$ cat src/rtl/crc32_pkg.sv
// Shared constants for the 16-bit-per-cycle CRC-32 generator.
// Polynomial 0x04C11DB7, MSB-first, seed all ones.
package crc32_pkg;

  localparam int CRC32_W = 32;
  localparam int DATA_W  = 16;

  localparam logic [CRC32_W-1:0] CRC32_POLY = 32'h04C11DB7;
  localparam logic [CRC32_W-1:0] CRC32_SEED = 32'hFFFFFFFF;

endpackage

$ cat src/rtl/crc32_d16_step.sv
// Combinational CRC-32 advance over one 16-bit word.
// Consumes data bit 15 first and unrolls all 16 serial shift steps.
module crc32_d16_step
  import crc32_pkg::*;
(
  input  logic [CRC32_W-1:0] crc_in,
  input  logic [DATA_W-1:0]  data,
  output logic [CRC32_W-1:0] crc_next
);

  logic [CRC32_W-1:0] crc_acc;
  logic               fb;

  always_comb begin
    crc_acc = crc_in;
    fb      = 1'b0;
    for (int i = DATA_W - 1; i >= 0; i--) begin
      fb      = crc_acc[CRC32_W-1] ^ data[i];
      crc_acc = {crc_acc[CRC32_W-2:0], 1'b0} ^ (fb ? CRC32_POLY : '0);
    end
    crc_next = crc_acc;
  end

endmodule

$ cat src/rtl/crc32_d16.sv
// Running CRC-32 accumulator: one 16-bit word per enabled cycle, reseeded on each enable rising edge.
// Optional build macro CRC32_D16_FINAL_XOR_EN presents the complemented register on crc_out.
module crc32_d16
  import crc32_pkg::*;
(
  input  logic               sys_clk,
  input  logic               rst_n,
  input  logic [DATA_W-1:0]  data_in,
  input  logic               enable_crc,
  output logic [CRC32_W-1:0] crc_out
);

  logic [CRC32_W-1:0] crc_reg;
  logic [CRC32_W-1:0] crc_start;
  logic [CRC32_W-1:0] crc_next;
  logic               en_d;

  // The first enabled cycle after a gap starts from the seed, so frames need no explicit clear.
  assign crc_start = en_d ? crc_reg : CRC32_SEED;

  crc32_d16_step u_step (
    .crc_in   (crc_start),
    .data     (data_in),
    .crc_next (crc_next)
  );

  always_ff @(posedge sys_clk) begin
    if (!rst_n) begin
      crc_reg <= CRC32_SEED;
      en_d    <= 1'b0;
    end else begin
      en_d <= enable_crc;
      if (enable_crc) begin
        crc_reg <= crc_next;
      end
    end
  end

`ifdef CRC32_D16_FINAL_XOR_EN
  assign crc_out = ~crc_reg;
`else
  assign crc_out = crc_reg;
`endif

endmodule

$ cat config.mk
export PLATFORM = sky130hd
export DESIGN_NAME = crc32_d16
export DESIGN_NICKNAME = d
export VERILOG_FILES = /design/src/rtl/crc32_pkg.sv /design/src/rtl/crc32_d16_step.sv /design/src/rtl/crc32_d16.sv
export SDC_FILE = /design/constraint.sdc
export NUM_CORES = 1
export LEC_CHECK = 0
export ABC_AREA = 1
export BUFFER_PORTS_ARGS = -buffer_cell sky130_fd_sc_hd__buf_2
export CAP_MARGIN = 5
export CELL_PAD_IN_SITES_DETAIL_PLACEMENT = 0
export CELL_PAD_IN_SITES_GLOBAL_PLACEMENT = 2
export CORE_ASPECT_RATIO = 0.7
export CORE_MARGIN = 2
export CORE_UTILIZATION = 25
export CTS_BUF_LIST = sky130_fd_sc_hd__clkbuf_4 sky130_fd_sc_hd__clkbuf_8
export CTS_CLUSTER_DIAMETER = 60
export DETAILED_ROUTE_END_ITERATION = 10
export GPL_ROUTABILITY_DRIVEN = 0
export PLACE_DENSITY_LB_ADDON = 0.1
export SYNTH_ARGS = -nofsm -noshare
export SYNTH_HDL_FRONTEND = slang
export SYNTH_SLANG_ARGS = --single-unit
$ cat constraint.sdc
create_clock -name sys_clk -period 2.19 [get_ports sys_clk]
set_input_delay 0.438 -clock sys_clk [delete_from_list [all_inputs] [get_ports sys_clk]]
set_output_delay 0.438 -clock sys_clk [all_outputs]
set_load 0.005 [all_outputs]
-- Word level (Yosys, flattened, before mapping)
Cells that the tools add are included.
- register bits after elaboration: 33
- logic and storage cells: 51
- multiplexer cells: 17
- bitwise gates (word level): 32
- operator list (operator ; count):
    $xor A32 B32 Y32 ; 16
    $mux W27 ; 16
    $mux W32 ; 1
    $xor A1 B1 Y1 ; 16

-- Longest topological paths before layout
Gate-level depths: netlist of the first run.
- depth in word-level cells: 49
- mapped depth: 20

-- Modules after synthesis
A second synthesis of the first run with hierarchy kept.
- cells, all modules: 589
- area, all modules: 3709.8 um2
- by module, submodules not included (module ; times used ; cells each ; area an instance (um2) ; sequential area each (um2)):
    crc32_d16_step ; 1 ; 379 ; 2208.4 ; 0.0
    crc32_d16 ; 1 ; 210 ; 1501.4 ; 660.6

-- Worst setup path before layout of the first run
OpenSTA, ideal clock, no wires.
- path kind: reg2reg
- start: reg en_d
- end: reg crc_reg[25] (netlist: crc_out[25])
- library setup time: 0.116 ns
- data arrival time: 1.850 ns
- data required time: 2.074 ns
- path slack: 0.224 ns
- stages on the path, launching flop included: 13
- buffers on the path: 1
- clock period less this slack: 1.966 ns
- cells stage by stage: dfxtp_1 -> buf_6 -> inv_2 -> or2_1 -> xor2_1 -> nand3_1 -> nand2_4 -> nand3_2 -> nand2_2 -> inv_2 -> or2_0 -> nand3_1 -> nand2_1
- word-level cells in the longest chain between the ends: 23
- RTL lines (what ; RTL line ; source):
    from (decl) ; crc32_d16.sv:16 ; logic en_d;
    from (signal assigned) ; crc32_d16.sv:32 ; en_d <= enable_crc;
    $mux W32 (*) ; crc32_d16.sv:19 ; assign crc_start = en_d ? crc_reg : CRC32_SEED;
    $xor A1 B1 Y1 / $xor A32 B32 Y32 (equally long branches) ; crc32_d16_step.sv:18, crc32_d16_step.sv:19 ;
    $mux W27 / $xor A1 B1 Y1 (equally long branches) ; crc32_d16_step.sv:19, crc32_d16_step.sv:18 ;
    $xor A32 B32 Y32 (*) (6 in a row) ; crc32_d16_step.sv:19 ; crc_acc = {crc_acc[CRC32_W-2:0], 1'b0} ^ (fb ? CRC32_POLY : '0);
    $xor A1 B1 Y1 / $xor A32 B32 Y32 (equally long branches) ; crc32_d16_step.sv:18, crc32_d16_step.sv:19 ;
    $mux W27 / $xor A1 B1 Y1 (equally long branches) ; crc32_d16_step.sv:19, crc32_d16_step.sv:18 ;
    $xor A32 B32 Y32 (*) (6 in a row) ; crc32_d16_step.sv:19 ;
    $xor A1 B1 Y1 / $xor A32 B32 Y32 (equally long branches) ; crc32_d16_step.sv:18, crc32_d16_step.sv:19 ;
    $mux W27 / $xor A1 B1 Y1 (equally long branches) ; crc32_d16_step.sv:19, crc32_d16_step.sv:18 ;
    $xor A32 B32 Y32 (*) (4 in a row) ; crc32_d16_step.sv:19 ;
    to (signal assigned) ; crc32_d16.sv:34 ; crc_reg <= crc_next;
    to (decl) ; crc32_d16.sv:13 ; logic [CRC32_W-1:0] crc_reg;
Mark *: on every way between the ends. The rest lies on a longest branch, timed or not.
A chain may end at the register's enable or synchronous reset.

-- Worst setup path in the final report of the first run
- start: reg en_d
- end: reg crc_reg[14] (netlist: crc_out[14])
The elaborated chain is that of the path after synthesis.

==> results of run 1 <==
-- sequential cells by signal (all words and copies together), names as in the netlist --
name / count
crc_out: 32
en_d: 1
-- Yosys cell counts (all sizes together) --
master | instances | area share (%)
clkbuf | 6 | 0.62
nand4 | 1 | 0.17
inv | 64 | 6.6
a21o | 2 | 0.41
nand2 | 285 | 34
or2 | 6 | 1.0
nand3 | 86 | 13
xor2 | 38 | 9.2
nor2 | 31 | 3.8
o211ai | 2 | 0.41
buf | 7 | 1.5
dfxtp | 33 | 18
a21oi | 8 | 1.1
nand3b | 5 | 1.0
o21ai | 39 | 5.4
xnor2 | 16 | 3.9
-- final cells by class --
| class | count | area [um2] | share of cell area [%] |
|---|---|---|---|
| well taps | 190 | 238 | 4.03 |
| repair buffers | 174 | 1340 | 22.7 |
| flip-flops and latches | 33 | 666 | 11.3 |
| clock inverters | 1 | 5.00 | 0.0848 |
| multi-input cells | 519 | 3290 | 55.8 |
| inverters | 64 | 265 | 4.50 |
| clock buffers | 7 | 96.3 | 1.63 |
-- worst min path at each step --
stage,to,start,cells past startpoint
5_1_grt,crc_out[30],rst_n,2
3_3_place_gp,crc_out[8],crc_out[8],2
6_report,crc_out[30],rst_n,2
4_1_cts,crc_out[30],rst_n,2
2_1_floorplan,crc_out[26],crc_out[26],2
3_5_place_dp,crc_out[13],crc_out[13],2
-- per-stage QoR --
step / setup slack (ns) / total power [mW] / setup TNS (ns)
finish: -0.0265 / 4.69 / -0.104
detailed placement: -0.239 / 3.48 / -3.08
global placement: -0.233 / 3.49 / -3.88
floorplan: 0.224 / 2.35 / 0
CTS: -0.0104 / 4.14 / -0.0192
global route: -0.167 / 5.08 / -2.75
-- routing by layer --
metal	vias up	track usage, %	wire length, um
met3	8	2.71	616
met4	0	3.20	114
met1	2060	29.3	8100
li1	2301	-	-
met5	-	0	0
met2	83	30.3	6800
-- power by group through the flow --
stage	Combinational, mW	Sequential, mW	Clock, mW
3_5_place_dp	2.63	0.858	0
2_1_floorplan	1.51	0.840	0
6_report	3.30	0.852	0.541
4_1_cts	2.73	0.847	0.561
3_3_place_gp	2.63	0.856	0
5_1_grt	3.62	0.872	0.593
-- repair_timing --
action	4_1_cts	5_1_grt
pin swaps	8	64
buffers inserted	8	12
gates cloned	0	1
setup endpoints to repair	30	31
gates resized for setup	26	165
-- worst max-delay path: stages, from the launching register on --
cell	delay, ns
dfxtp_4	0.42
buf_6	0.12
inv_6	0.04
buf_6	0.12
o21ai_2	0.14
nand4_1	0.23
nand2_1	0.16
nand2_2	0.08
nand2_4	0.13
buf_6	0.15
nand2_4	0.07
nand2_8	0.10
nand2_4	0.06
nand2_2	0.09
nand2_1	0.06
nand3_1	0.07
nand2_1	0.05
-- cell families after synthesis --
group,share of synthesized area [%]
AO/OA/AOI/OAI,7.29
flip-flops,18.2
AND/OR/NAND/NOR,52.8
buffers and inverters,8.71
XOR/XNOR,13.0
==> flow_summary.yaml, run 1 <==
setup_path:
  cp-endpoint: "crc_out[14]"
  cp_data_arrival_time_ns: 2.40
  crit_path_start_kind: "flop"
  endpoint_kind: "flop"
  worstReg2RegEnd: "crc_out[14]"
  rrSetupSlack_ns: -0.03
  path_max_fanout: 5
  rr_startpoint: "en_d"
  startpoint: "en_d"
  reg2regPathDepth: 16
  required_ns: 2.38
  critical_path_class: "reg2reg"
grt:
  antenna_found_initial: 0
  grt.overflow.total: 0
  grt_pass1_wl_um: 23200
  grt_max_degree: 31
  grt_use_total_pct: 19.6
  grt_pass1_vias: 4149
power:
  combPwrFrac_pct: 70.3
  p_sw_mw: 2.24
  power.density_nw_per_um2: 795
  vdd_ir_drop_max_uv: 260
  p_int_mw: 2.45
  p_sw_share_pct: 47.8
  leakage_nw: 3.02
  clkPwrFrac_pct: 11.5
  seq_power_share_pct: 18.2
timing:
  max_freq_ghz: 0.451
  fin_skew_ns: 0.00901
  setup_viol: 10
  drv_slew: 0
  fin_crit_sh_pct: 101
  rsz0062_at_grt: "true"
  min_period_ns: 2.22
  setup_slack_ns: -0.0265
  holdWs_ns: 0.376
  final_hold_viol_count: 0
  slew_headroom_pct: 67.8
  tightest_slew_ns: 0.477
routing:
  routed_wl_um: 15600
  firstDrtPassIters: 5
  dr.first_iter.drc_count: 265
  wl_per_cell_um: 15.8
  drc: 0
  vias_per_cell: 4.51
  antenna_left: 0
  vias: 4452
finish:
  final_net_count: 816
  fin_util_pct: 42.0
  n_antenna_cell: 0
  postLayoutCellArea_um2: 5900
  final_common_cell: "nand2_1"
  drive_above_1_share_pct: 45.6
  areaGrowthSynthToFinish_pct: 62.3
  nFillCells: 1546
  final_cell_mix: "172 x nand2_1, 102 x buf_4, 67 x nand2_2"
  post_layout_nonfiller_instances: 988
clock_tree:
  clk_pin_slew_ns: 0.08
  cts.sinks: 33
  cts.path.max_buffers: 2
  ctsHoldBuffers: 0
  h-tree-depth: 2
  clk_latency_ns: 0.30
  ctsRootBufferMaster: "clkbuf_8"
  cts_made_buffers: 5
  cts_tree: "built"
placed_design:
  hpwl_um: 12500
  io_buffers: 50
  dpl_cell_area_um2: 4850
  place_inst: 959
floorplan:
  pin_count: 51
  rows: 36
  die_h_um: 105
  start_util_pct: 25.9
  die_x_um: 148
  core-area_um2: 14100
  die_area_um2: 15500
run:
  drv_cap: 0
outcome:
  outcome: "finished with violations"
  violations: "setup timing"
synth:
  ys_warn_count: 0
  syn_area_um2: 3640
  yosysSeqAreaShare_pct: 18.2
  synth.avg_cell_area_um2: 5.78
  syn_inst: 629
  synth_fp_nets: 648
  synth_cell_types: 28
  ys_seq_elements: 33
min_path:
  hp-class: "in2reg"
(Power assumes the default switching activity.)
==> run 2, diff against run 1 <==
--- a/config.mk
+++ b/config.mk
@@ -8,7 +8,7 @@
 export ABC_AREA = 1
 export BUFFER_PORTS_ARGS = -buffer_cell sky130_fd_sc_hd__buf_2
 export CAP_MARGIN = 5
-export CELL_PAD_IN_SITES_DETAIL_PLACEMENT = 0
+export CELL_PAD_IN_SITES_DETAIL_PLACEMENT = 1
 export CELL_PAD_IN_SITES_GLOBAL_PLACEMENT = 2
 export CORE_ASPECT_RATIO = 0.7
 export CORE_MARGIN = 2
==> flow_summary.yaml, run 2 (synthesis results as in run 1) <==
outcome:
  outcome: "finished with violations"
  violations: "setup timing"
timing:
  fin_skew_ns: 0.0116
  rsz0062_at_grt: "true"
  setup_viol: 12
  fin_crit_sh_pct: 103
  min_period_ns: 2.25
  max_freq_ghz: 0.445
  fin_tns_setup_ns: -0.393
  setup_slack_ns: -0.0557
  drv_slew: 0
  tightest_slew_ns: 0.458
  slew_headroom_pct: 69.2
  final_hold_viol_count: 0
setup_path:
  critical_path_class: "reg2reg"
  crit_path_start_kind: "flop"
  required_ns: 2.40
  rr_startpoint: "en_d"
  startpoint: "en_d"
  cp-endpoint: "crc_out[5]"
  worstReg2RegEnd: "crc_out[5]"
  path_max_fanout: 5
  rrSetupSlack_ns: -0.06
  endpoint_kind: "flop"
  reg2regPathDepth: 14
  cp_data_arrival_time_ns: 2.45
clock_tree:
  h-tree-depth: 2
  cts_made_buffers: 5
  ctsRootBufferMaster: "clkbuf_8"
  ctsHoldBuffers: 0
  cts.path.max_buffers: 2
  clk_latency_ns: 0.30
  cts_tree: "built"
  cts.sinks: 33
  clk_pin_slew_ns: 0.08
power:
  p_int_mw: 2.77
  p_sw_share_pct: 47.6
  power.density_nw_per_um2: 816
  vdd_ir_drop_max_uv: 312
  p_sw_mw: 2.52
  combPwrFrac_pct: 70.3
  seq_power_share_pct: 16.1
  leakage_nw: 3.24
  clkPwrFrac_pct: 13.6
finish:
  final_common_cell: "nand2_1"
  final_cell_mix: "149 x nand2_1, 113 x buf_4, 72 x nand2_2"
  final_net_count: 831
  largest_reg_flops: 32
  areaGrowthSynthToFinish_pct: 78.1
  n_antenna_cell: 0
  nFillCells: 1806
  fin_util_pct: 46.1
  post_layout_nonfiller_instances: 1003
  drive_above_1_share_pct: 53.1
grt:
  antenna_found_initial: 0
  grt.overflow.total: 0
  grt_pass1_vias: 4865
  grt_max_degree: 31
  grt_use_total_pct: 22.4
  grt_pass1_wl_um: 26700
routing:
  firstDrtPassIters: 4
  vias_per_cell: 4.76
  wl_per_cell_um: 18.0
  routed_wl_um: 18100
  vias: 4773
  antenna_left: 0
  drc: 0
  dr.first_iter.drc_count: 210
min_path:
  hp-class: "in2reg"
placed_design:
  hpwl_um: 13800
  place_inst: 959
  io_buffers: 50
floorplan:
  start_util_pct: 25.9
  die_h_um: 105
  pin_count: 51
  core-area_um2: 14100
  die_x_um: 148
  die_area_um2: 15500
  rows: 36
run:
  drv_cap: 0
-- run 2: cell types whose count changed in the layout (fill, tap and decap cells not counted), sizes merged --
cell    previous run  this run
bufinv             0         2
buf              173       188
clkbuf             8         6
-- run 2: what timing repair did --
action | 4_1_cts | 5_1_grt
pin swaps | 29 | 85
gates resized for setup | 68 | 217
cloned | 0 | 1
setup endpoints to repair | 30 | 31
buffers inserted | 13 | 22
-- run 2: power by group through the flow --
stage | clock network [mW] | registers [mW] | logic [mW]
final | 0.720 | 0.850 | 3.71
after global routing | 0.766 | 0.869 | 4.03
after CTS | 0.734 | 0.849 | 2.97
after detailed placement | 0 | 0.857 | 2.70
after global placement | 0 | 0.856 | 2.63
after floorplan | 0 | 0.840 | 1.51
-- run 2: worst min path at each step --
| stage | to | slack [ns] | start | cells past startpoint |
|---|---|---|---|---|
| after CTS | crc_out[30] | 0.35 | rst_n | 2 |
| after floorplan | crc_out[26] | 0.49 | crc_out[26] | 2 |
| after global placement | crc_out[8] | 0.48 | crc_out[8] | 2 |
| final | crc_out[30] | 0.35 | rst_n | 2 |
| after detailed placement | crc_out[1] | 0.51 | crc_out[1] | 2 |
| after global routing | crc_out[30] | 0.35 | rst_n | 2 |
-- run 2: layout make-up --
class | instances | area (um2) | share of cell area (%)
Tap cell | 190 | 238 | 3.67
Clock buffer | 5 | 68.8 | 1.06
Inverter | 64 | 273 | 4.21
Sequential cell | 33 | 666 | 10.3
Timing Repair Buffer | 189 | 1450 | 22.4
Multi-Input combinational cell | 519 | 3710 | 57.4
Clock inverter | 3 | 65.1 | 1.00
-- run 2: worst max-delay path, cell delays in order (launching register included) --
cell and delay [ns]:
dfxtp_4 0.42, buf_6 0.12, inv_6 0.04, buf_8 0.13, o21ai_2 0.14, nand4_1 0.24, nand2_1 0.18, nand2_2 0.08
nand2_4 0.11, nand3_2 0.10, nand2_4 0.15, xor2_2 0.18, nand2_1 0.09, nand3_1 0.11, nand2_1 0.05
-- run 2: per-stage QoR --
step	total power, mW	setup slack, ns	hold WS (ns)	area, um2
finish	5.28	-0.0557	0.353	6470
floorplan	2.35	0.224	0.488	3640
global route	5.67	-0.187	0.351	6470
global placement	3.49	-0.233	0.485	4850
detailed placement	3.55	-0.268	0.507	4850
CTS	4.55	-0.0250	0.347	5390
-- run 2: metal layers --
metal  GRT usage, %  part of all wire, %  vias to the layer above
met2           37.1                   48                       80
met1           31.2                   46                     2341
met4           3.67                  1.6                        0
li1               -                    -                     2332
met3           3.10                  3.9                       20
met5              0                    0                        -
